--- config.mk ---
export PLATFORM = sky130hd
export DESIGN_NAME = fetch_stage
export DESIGN_NICKNAME = d
export VERILOG_FILES = /design/src/rtl/fetch_stage_pkg.sv /design/src/rtl/fetch_stage_if_id_reg.sv /design/src/rtl/fetch_stage.sv
export SDC_FILE = /design/constraint.sdc
export NUM_CORES = 1
export LEC_CHECK = 0
export BUFFER_PORTS_ARGS = -buffer_cell sky130_fd_sc_hd__buf_2
export CELL_PAD_IN_SITES_DETAIL_PLACEMENT = 1
export CELL_PAD_IN_SITES_GLOBAL_PLACEMENT = 2
export CORE_AREA = 2 2 82 142
export DETAILED_ROUTE_END_ITERATION = 10
export DIE_AREA = 0 0 84 144
export HOLD_SLACK_MARGIN = 0.12
export PLACE_DENSITY_LB_ADDON = 0.1
export SLEW_MARGIN = 0
export SYNTH_ARGS = -nofsm -noshare
export SYNTH_HDL_FRONTEND = slang
export SYNTH_SLANG_ARGS = --single-unit
--- constraint.sdc ---
create_clock -name clk -period 2.7 [get_ports clk]
set_input_delay 0.54 -clock clk [delete_from_list [all_inputs] [get_ports clk]]
set_output_delay 0.54 -clock clk [all_outputs]
set_load 0.01 [all_outputs]
--- src/rtl/fetch_stage_pkg.sv ---
// Shared pipeline definitions: opcodes, fetch defaults, fetch FSM encoding
// and the IF/ID bundle.
package fetch_stage_pkg;

    localparam logic [3:0] OP_HLT = 4'hF;
    localparam logic [3:0] OP_LW  = 4'h8;
    localparam logic [3:0] OP_SW  = 4'h9;
    localparam logic [3:0] OP_LHB = 4'hA;
    localparam logic [3:0] OP_LLB = 4'hB;

    localparam logic [15:0] NOP_INSTR_DEF = 16'h0000;
    localparam logic [15:0] RESET_PC_DEF  = 16'h0000;

    typedef enum logic {
        FETCH  = 1'b0,
        HALTED = 1'b1
    } fetch_state_e;

    typedef struct packed {
        logic [15:0] instr;
        logic [15:0] pc_plus2;
        logic        valid;
    } if_id_t;

    function automatic logic is_hlt(input logic [15:0] instr);
        return instr[15:12] == OP_HLT;
    endfunction

endpackage

--- src/rtl/fetch_stage_if_id_reg.sv ---
// IF/ID pipeline register: clear (bubble) beats hold, hold beats load.
module if_id_reg
    import fetch_stage_pkg::*;
#(
    parameter logic [15:0] NOP_INSTR = NOP_INSTR_DEF
) (
    input  logic        clk,
    input  logic        rst,
    input  logic        hold,
    input  logic        clear,
    input  logic [15:0] load_instr,
    input  logic [15:0] load_pc_plus2,
    output logic [15:0] instr,
    output logic [15:0] pc_plus2,
    output logic        valid
);

    if_id_t ifid_q;
    if_id_t ifid_d;

    always_comb begin
        ifid_d = ifid_q;
        if (clear) begin
            ifid_d.instr    = NOP_INSTR;
            ifid_d.pc_plus2 = 16'h0000;
            ifid_d.valid    = 1'b0;
        end else if (!hold) begin
            ifid_d.instr    = load_instr;
            ifid_d.pc_plus2 = load_pc_plus2;
            ifid_d.valid    = 1'b1;
        end
    end

    always_ff @(posedge clk) begin
        if (rst) begin
            ifid_q.instr    <= NOP_INSTR;
            ifid_q.pc_plus2 <= 16'h0000;
            ifid_q.valid    <= 1'b0;
        end else begin
            ifid_q <= ifid_d;
        end
    end

    assign instr    = ifid_q.instr;
    assign pc_plus2 = ifid_q.pc_plus2;
    assign valid    = ifid_q.valid;

endmodule

--- src/rtl/fetch_stage.sv ---
// Instruction fetch: PC, FETCH/HALTED state machine, delivered-instruction
// counter, feeding the IF/ID register.
module fetch_stage
    import fetch_stage_pkg::*;
#(
    parameter logic [15:0] RESET_PC  = RESET_PC_DEF,
    parameter logic [15:0] NOP_INSTR = NOP_INSTR_DEF
) (
    input  logic        clk,
    input  logic        rst,
    input  logic        stall,
    input  logic        flush,
    input  logic [15:0] branch_target,
    output logic [15:0] imem_addr,
    input  logic [15:0] imem_data,
    output logic [15:0] if_id_instr,
    output logic [15:0] if_id_pc_plus2,
    output logic        if_id_valid,
    output logic        halted,
    output logic [15:0] instr_count
);

    fetch_state_e state_q, state_d;
    logic [15:0]  pc_q, pc_d;
    logic [15:0]  count_q, count_d;
    logic [15:0]  pc_plus2;
    logic         ifid_hold;
    logic         ifid_clear;
    logic         unused_target_lsb;

    assign pc_plus2          = pc_q + 16'd2;
    assign unused_target_lsb = branch_target[0];

    always_comb begin
        state_d    = state_q;
        pc_d       = pc_q;
        count_d    = count_q;
        ifid_hold  = 1'b0;
        ifid_clear = 1'b0;
        if (flush) begin
            pc_d       = {branch_target[15:1], 1'b0};
            state_d    = FETCH;
            ifid_clear = 1'b1;
        end else if (stall) begin
            ifid_hold = 1'b1;
        end else begin
            unique case (state_q)
                FETCH: begin
                    count_d = count_q + 16'd1;
                    if (is_hlt(imem_data)) begin
                        state_d = HALTED;
                    end else begin
                        pc_d = pc_plus2;
                    end
                end
                HALTED: begin
                    ifid_clear = 1'b1;
                end
                default: begin
                    state_d = FETCH;
                end
            endcase
        end
    end

    always_ff @(posedge clk) begin
        if (rst) begin
            state_q <= FETCH;
            pc_q    <= {RESET_PC[15:1], 1'b0};
            count_q <= 16'h0000;
        end else begin
            state_q <= state_d;
            pc_q    <= pc_d;
            count_q <= count_d;
        end
    end

    if_id_reg #(
        .NOP_INSTR(NOP_INSTR)
    ) u_if_id (
        .clk          (clk),
        .rst          (rst),
        .hold         (ifid_hold),
        .clear        (ifid_clear),
        .load_instr   (imem_data),
        .load_pc_plus2(pc_plus2),
        .instr        (if_id_instr),
        .pc_plus2     (if_id_pc_plus2),
        .valid        (if_id_valid)
    );

    assign imem_addr   = pc_q;
    assign halted      = (state_q == HALTED);
    assign instr_count = count_q;

endmodule

### Yosys cells after proc, flatten, opt, wreduce, memory -nomap -nowiden

Cells that the tools add are included.
Widths: inputs -> output; s select.

| storage, ports and cells | value |
|---|---|
| flip-flop bits (word level) | 66 |
| bits of input ports | 36 |
| output and inout port bits | 66 |
| word-level logic and storage cells | 33 |

| operators by class | value |
|---|---|
| add/subtract/negate cells | 2 |
| equality and inequality tests | 4 |
| multiplexer cells | 11 |
| bitwise logic cells | 4 |
| reduce and logical (&&, ||, !) cells | 5 |

Operator list:

| kind | count |
|---|---|
| $mux 16 | 4 |
| $add 16x1->16 const B | 1 |
| $add 16x2->16 const B | 1 |
| $reduce_and 3->1 | 3 |
| $mux 1 | 7 |
| $eq 4x4->1 const B | 1 |
| $ne 2x2->1 const B | 2 |
| $not 1->1 | 4 |
| $reduce_or 2->1 | 2 |
| $ne 2x1->1 const B | 1 |

### Longest topological paths before layout

| logic depth | value |
|---|---|
| word-level depth | 5 |
| mapped depth | 7 |

### By module

A second synthesis with hierarchy kept.

| second synthesis, totals | value |
|---|---|
| cell total of the unflattened synthesis | 340 |
| area total of the unflattened synthesis | 3,081.7 sq um |

Modules (own cells, without submodules):

| module | times used | cells an instance | area an instance (sq um) | seq. area each (sq um) |
|---|---|---|---|---|
| fetch_stage | 1 | 232 | 1,865.5 | 640.6 |
| if_id_reg | 1 | 108 | 1,216.2 | 660.6 |

### Worst setup path before layout

Ideal clock, no wire load.

| timing | value |
|---|---|
| path kind | input to register |
| start | input flush |
| end | register count_q[15], in the netlist instr_count[15] |
| arrival | 2,013 ps |
| required time | 2,630 ps |
| slack | 617 ps |
| stages | 7 |
| path buffers | 3 |
| cells stage by stage | buf_6 -> or3_1 -> buf_2 -> or2_1 -> buf_2 -> or4_1 -> a21oi_1 |

| on the way | value |
|---|---|
| longest elaborated chain between the ends | 2 |

Ends and longest elaborated chain:

| what | RTL line | RTL |
|---|---|---|
| from (decl) | fetch_stage.sv:12 | `input logic flush,` |
| $not 1->1 (no source line) | -- |  |
| $reduce_and 3->1 (no source line) | -- |  |
| to (signal assigned) | fetch_stage.sv:74 | `count_q <= count_d;` |
| to (decl) | fetch_stage.sv:25 | `logic [15:0] count_q, count_d;` |

No other way between the ends.
A chain may end at the register's enable or synchronous reset.

### Worst setup path in the final report

| timing | value |
|---|---|
| start | register pc_q[1], in the netlist imem_addr[1] |
| end | register pc_q[13], in the netlist imem_addr[13] |

| on the way | value |
|---|---|
| longest elaborated chain between the ends | 5 |

Ends and longest elaborated chain:

| what | RTL line | RTL |
|---|---|---|
| from (decl) | fetch_stage.sv:24 | `logic [15:0] pc_q, pc_d;` |
| from (signal assigned) | fetch_stage.sv:69 | `pc_q <= {RESET_PC[15:1], 1'b0};` |
| from (signal assigned) | fetch_stage.sv:73 | `pc_q <= pc_d;` |
| $add 16x2->16 | fetch_stage.sv:31 | `assign pc_plus2 = pc_q + 16'd2;` |
| $mux 16 | fetch_stage.sv:50 | `if (is_hlt(imem_data)) begin` |
| $mux 16 | fetch_stage.sv:47 | `unique case (state_q)` |
| $mux 16 | fetch_stage.sv:44 | `end else if (stall) begin` |
| $mux 16 | fetch_stage.sv:40 | `if (flush) begin` |

No other way between the ends. The select of a mux whose other input is x is not followed.

==> results.tsv <==
stage	metric	value	unit
worst_hold_path	hold path endpoint	u_if_id.instr[7]	
grt	largest net degree at the start of global routing	37	
synth	register area share after synthesis	0.444	
timing	highest clock rate	504	MHz
clock_network	total CTS buffers	9	
timing	final hold vios	0	
setup_path	RR Endpoint	imem_addr[13]	
power_and_ir_drop	Switching Fraction	0.241	
placement	dpl cells	568	
synth	number of synthesized flops with an enable pin	0	
route	DRT antenna net count	0	
synth	post-synth cell types	35	
placement	port bufs	98	
route	WL final	9040	um
synth	complex-gate fraction of the synthesized area	0.147	
clock_network	CTS tree	yes	
setup_path	r2r setup slk	0.72	ns
power_and_ir_drop	sequential power share	0.439	
power_and_ir_drop	Peak VDD IR	0.000280	V
synth	largest family of logic cells by synthesized area	simple AND/OR/NAND/NOR gates	
timing	min cycle time layout	1.98	ns
timing	final worst-path cycle share	0.735	
clock_network	cts hold-fix bufs	0	
timing	final setup violation count	0	
synth	#FFs+latches synth	64	
setup_path	cell family with most CP delay	simple AND/OR/NAND/NOR gates	
timing	Slew @ Worst Pin	0.977	ns
placement	Detailed Place HPWL	6840	um
setup_path	slowest cell delay on critical path	0.44	ns
timing	Setup Skew	0.00367	ns
synth	Post-Synth Adder-Cell Area	0.00867	
synth	Synthesis Warnings	0	
timing	final setup margin	0.715	ns
grt	first-pass GRT wire length	15000	um
clock_network	Root Driver	clkbuf_16	
timing	relative slew slack	0.348	
die	row cnt	51	
power_and_ir_drop	Cell Pwr Density	614	nW/um^2
clock_network	Sink Count	64	
timing	final slew viol count	0	
timing	unrepaired setup endpoints after global routing	false	
final_layout	Syn-to-layout area delta	31.7	%
route	initial DRC count	77	
clock_network	clk_lat worst skew	0.32	ns
setup_path	WP buf/inv	0	
synth	Mapped Cells	352	
final_layout	fill count	1368	
route	drt pass-1 iters	4	
worst_hold_path	HP Start	u_if_id.instr[7]	
power_and_ir_drop	Net Switching	0.562	mW
synth	syn avg cell area	8.20	um^2
route	DR vias	2860	
final_layout	fin util	0.344	
setup_path	Crit-path slowest cell	dfxtp_1	
placement	dpl ws	0.470	ns
synth	fraction of the mapped netlist area in simple logic gates	0.260	
outcome	status	finished clean	
clock_network	Setup Fix Bufs, Post-CTS	0	
placement	GPL Wtd Cong	0.738	
die	Die Width	84	um
final_layout	layout cells sized above 1	0.278	
synth	mux cell area share after synthesis	0.00347	
setup_path	Worst Reg-to-Reg Cells	5	
route	Vias/cell	4.91	
setup_path	CP Capture Type	register	
setup_path	crit path max fanout	6	
power_and_ir_drop	Gate power share	0.105	
synth	Synth Area in XOR/XNOR	0.0880	
setup_path	Crit Path Class	reg2reg	
clock_network	H-tree depth	3	
die	die height	144	um
die	I/O Pins	102	
die	starting density of the core	0.261	
clock_network	Clock Tree Buf Depth	2	
setup_path	FF-to-FF Start	imem_addr[1]	
grt	GR Overflow Total	0	
setup_path	Startpoint Class	register	
setup_path	Worst Path Required	2.92	ns
setup_path	Worst Path Arrival	2.21	ns
route	wire per inst	15.5	um
synth	Async SR Flop Fraction	0	
clock_network	Post-CTS Resized	0	
grt	GR Util All Layers	0.157	
grt	vias in the first global route	2918	
route	drt drc	0	
power_and_ir_drop	clock power share	0.457	
power_and_ir_drop	Internal Power	1.77	mW
final_layout	# nets final	485	
synth	Main synth FF type	dfxtp_1	
worst_hold_path	Hold Path Cell Cnt	2	
timing	Setup TNS	0	ns
grt	antenna violations before repair	0	
setup_path	worst-path cell chain	ha_1, and4_1, nand4_1, or3_1, a311oi_1	
clock_network	CTS clock-pin slew for the worst setup and hold paths	0.05	ns
final_layout	Final Instance Count excl. Fillers	582	
power_and_ir_drop	Leak Pwr	1.63	nW
flow_run	max-capacitance violation count	0	
synth	Syn Std Cell Area	2890	um^2
final_layout	diodes inserted	0	
worst_hold_path	HP Class	reg2reg	
die	placeable core area	11000	um^2
die	die area	12100	um^2
## power by group through the flow
stage                     combinational, mW  sequential (mW)  clock [mW]
after detailed placement              0.251             1.04           0
final                                 0.244             1.02        1.07
after floorplan                       0.121             1.05           0
after global routing                  0.277             1.03        1.15
after CTS                             0.252             1.02        1.11
after global placement                0.249             1.04           0
## registers in the layout (all words and copies together) (netlist names)
name,count
instr_count,16
imem_addr,15
halted,1
u_if_id.valid,1
u_if_id.pc_plus2,15
u_if_id.instr,16
## per-stage QoR
stage | area (um^2) | total power, mW | hold slack (ns)
3_5_place_dp | 3530 | 1.30 | 0.443
2_1_floorplan | 2890 | 1.18 | 0.476
4_1_cts | 3800 | 2.39 | 0.446
5_1_grt | 3800 | 2.46 | 0.459
6_report | 3800 | 2.34 | 0.446
3_3_place_gp | 3530 | 1.29 | 0.435
## per-layer routing
layer,GRT usage,wire length [um]
met1,0.174,3600
met5,0,0
met3,0.0331,327
met2,0.290,4990
met4,0.0586,128
## worst min-delay path, cell delays in order, from the launching register on
cell and delay [ns]:
dfxtp_1 0.30, nand2_1 0.05, a21oi_1 0.05
## placed cells by master, fill, tap and decap left out, drive strengths merged, types with 4 or more instances in the layout
master    n
a311oi    7
a211oi   20
dfxtp    64
o21ai     9
or3       9
and3      7
nor3      5
buf     111
xnor2    11
a21oi    23
and4      4
inv       4
xor2     18
o31ai     5
or4       5
clkbuf   14
nor2     43
nand4    14
nand2    47
nand3    15
## worst max path at each step
stage	start	to	slack, ns	cells after the start
6_report	imem_addr[1]	imem_addr[13]	0.72	5
5_1_grt	imem_addr[1]	imem_addr[13]	0.49	5
4_1_cts	imem_addr[1]	imem_addr[13]	0.66	5
3_5_place_dp	stall	instr_count[15]	0.47	5
3_3_place_gp	stall	instr_count[15]	0.49	5
2_1_floorplan	flush	instr_count[15]	0.62	7
## final cells by class
cell class / count / area [um^2] / share of cell area
Multi-Input combinational cell: 257 / 1480 / 0.389
Sequential cell: 64 / 1280 / 0.337
Timing Repair Buffer: 111 / 588 / 0.155
Clock buffer: 14 / 274 / 0.0721
Tap cell: 132 / 165 / 0.0434
Inverter: 4 / 15.0 / 0.00395
## synth_stat cells (all sizes together) (9+ instances only)
cell | n | area, um^2
dfxtp | 64 | 1280
nand2 | 47 | 176
nor2 | 43 | 161
a21oi | 23 | 115
a211oi | 20 | 150
clkbuf | 18 | 67.6
xor2 | 18 | 158
nand3 | 15 | 75.1
nand4 | 14 | 87.6
xnor2 | 11 | 96.3
buf | 10 | 55.1
o21ai | 9 | 45.0
or3 | 9 | 56.3
## logic make-up (layout without fill, tap and decap cells)
family,count (synthesis),in the layout
XOR/XNOR,29,29
other,1,2
adder cells (fa/ha/maj),2,2
AND/OR/NAND/NOR,157,157
buffers and inverters,32,129
multiplexers,1,1
AO/OA/AOI/OAI,66,66
flip-flops,64,64
No activity file was read; power rests on OpenSTA's default activity.
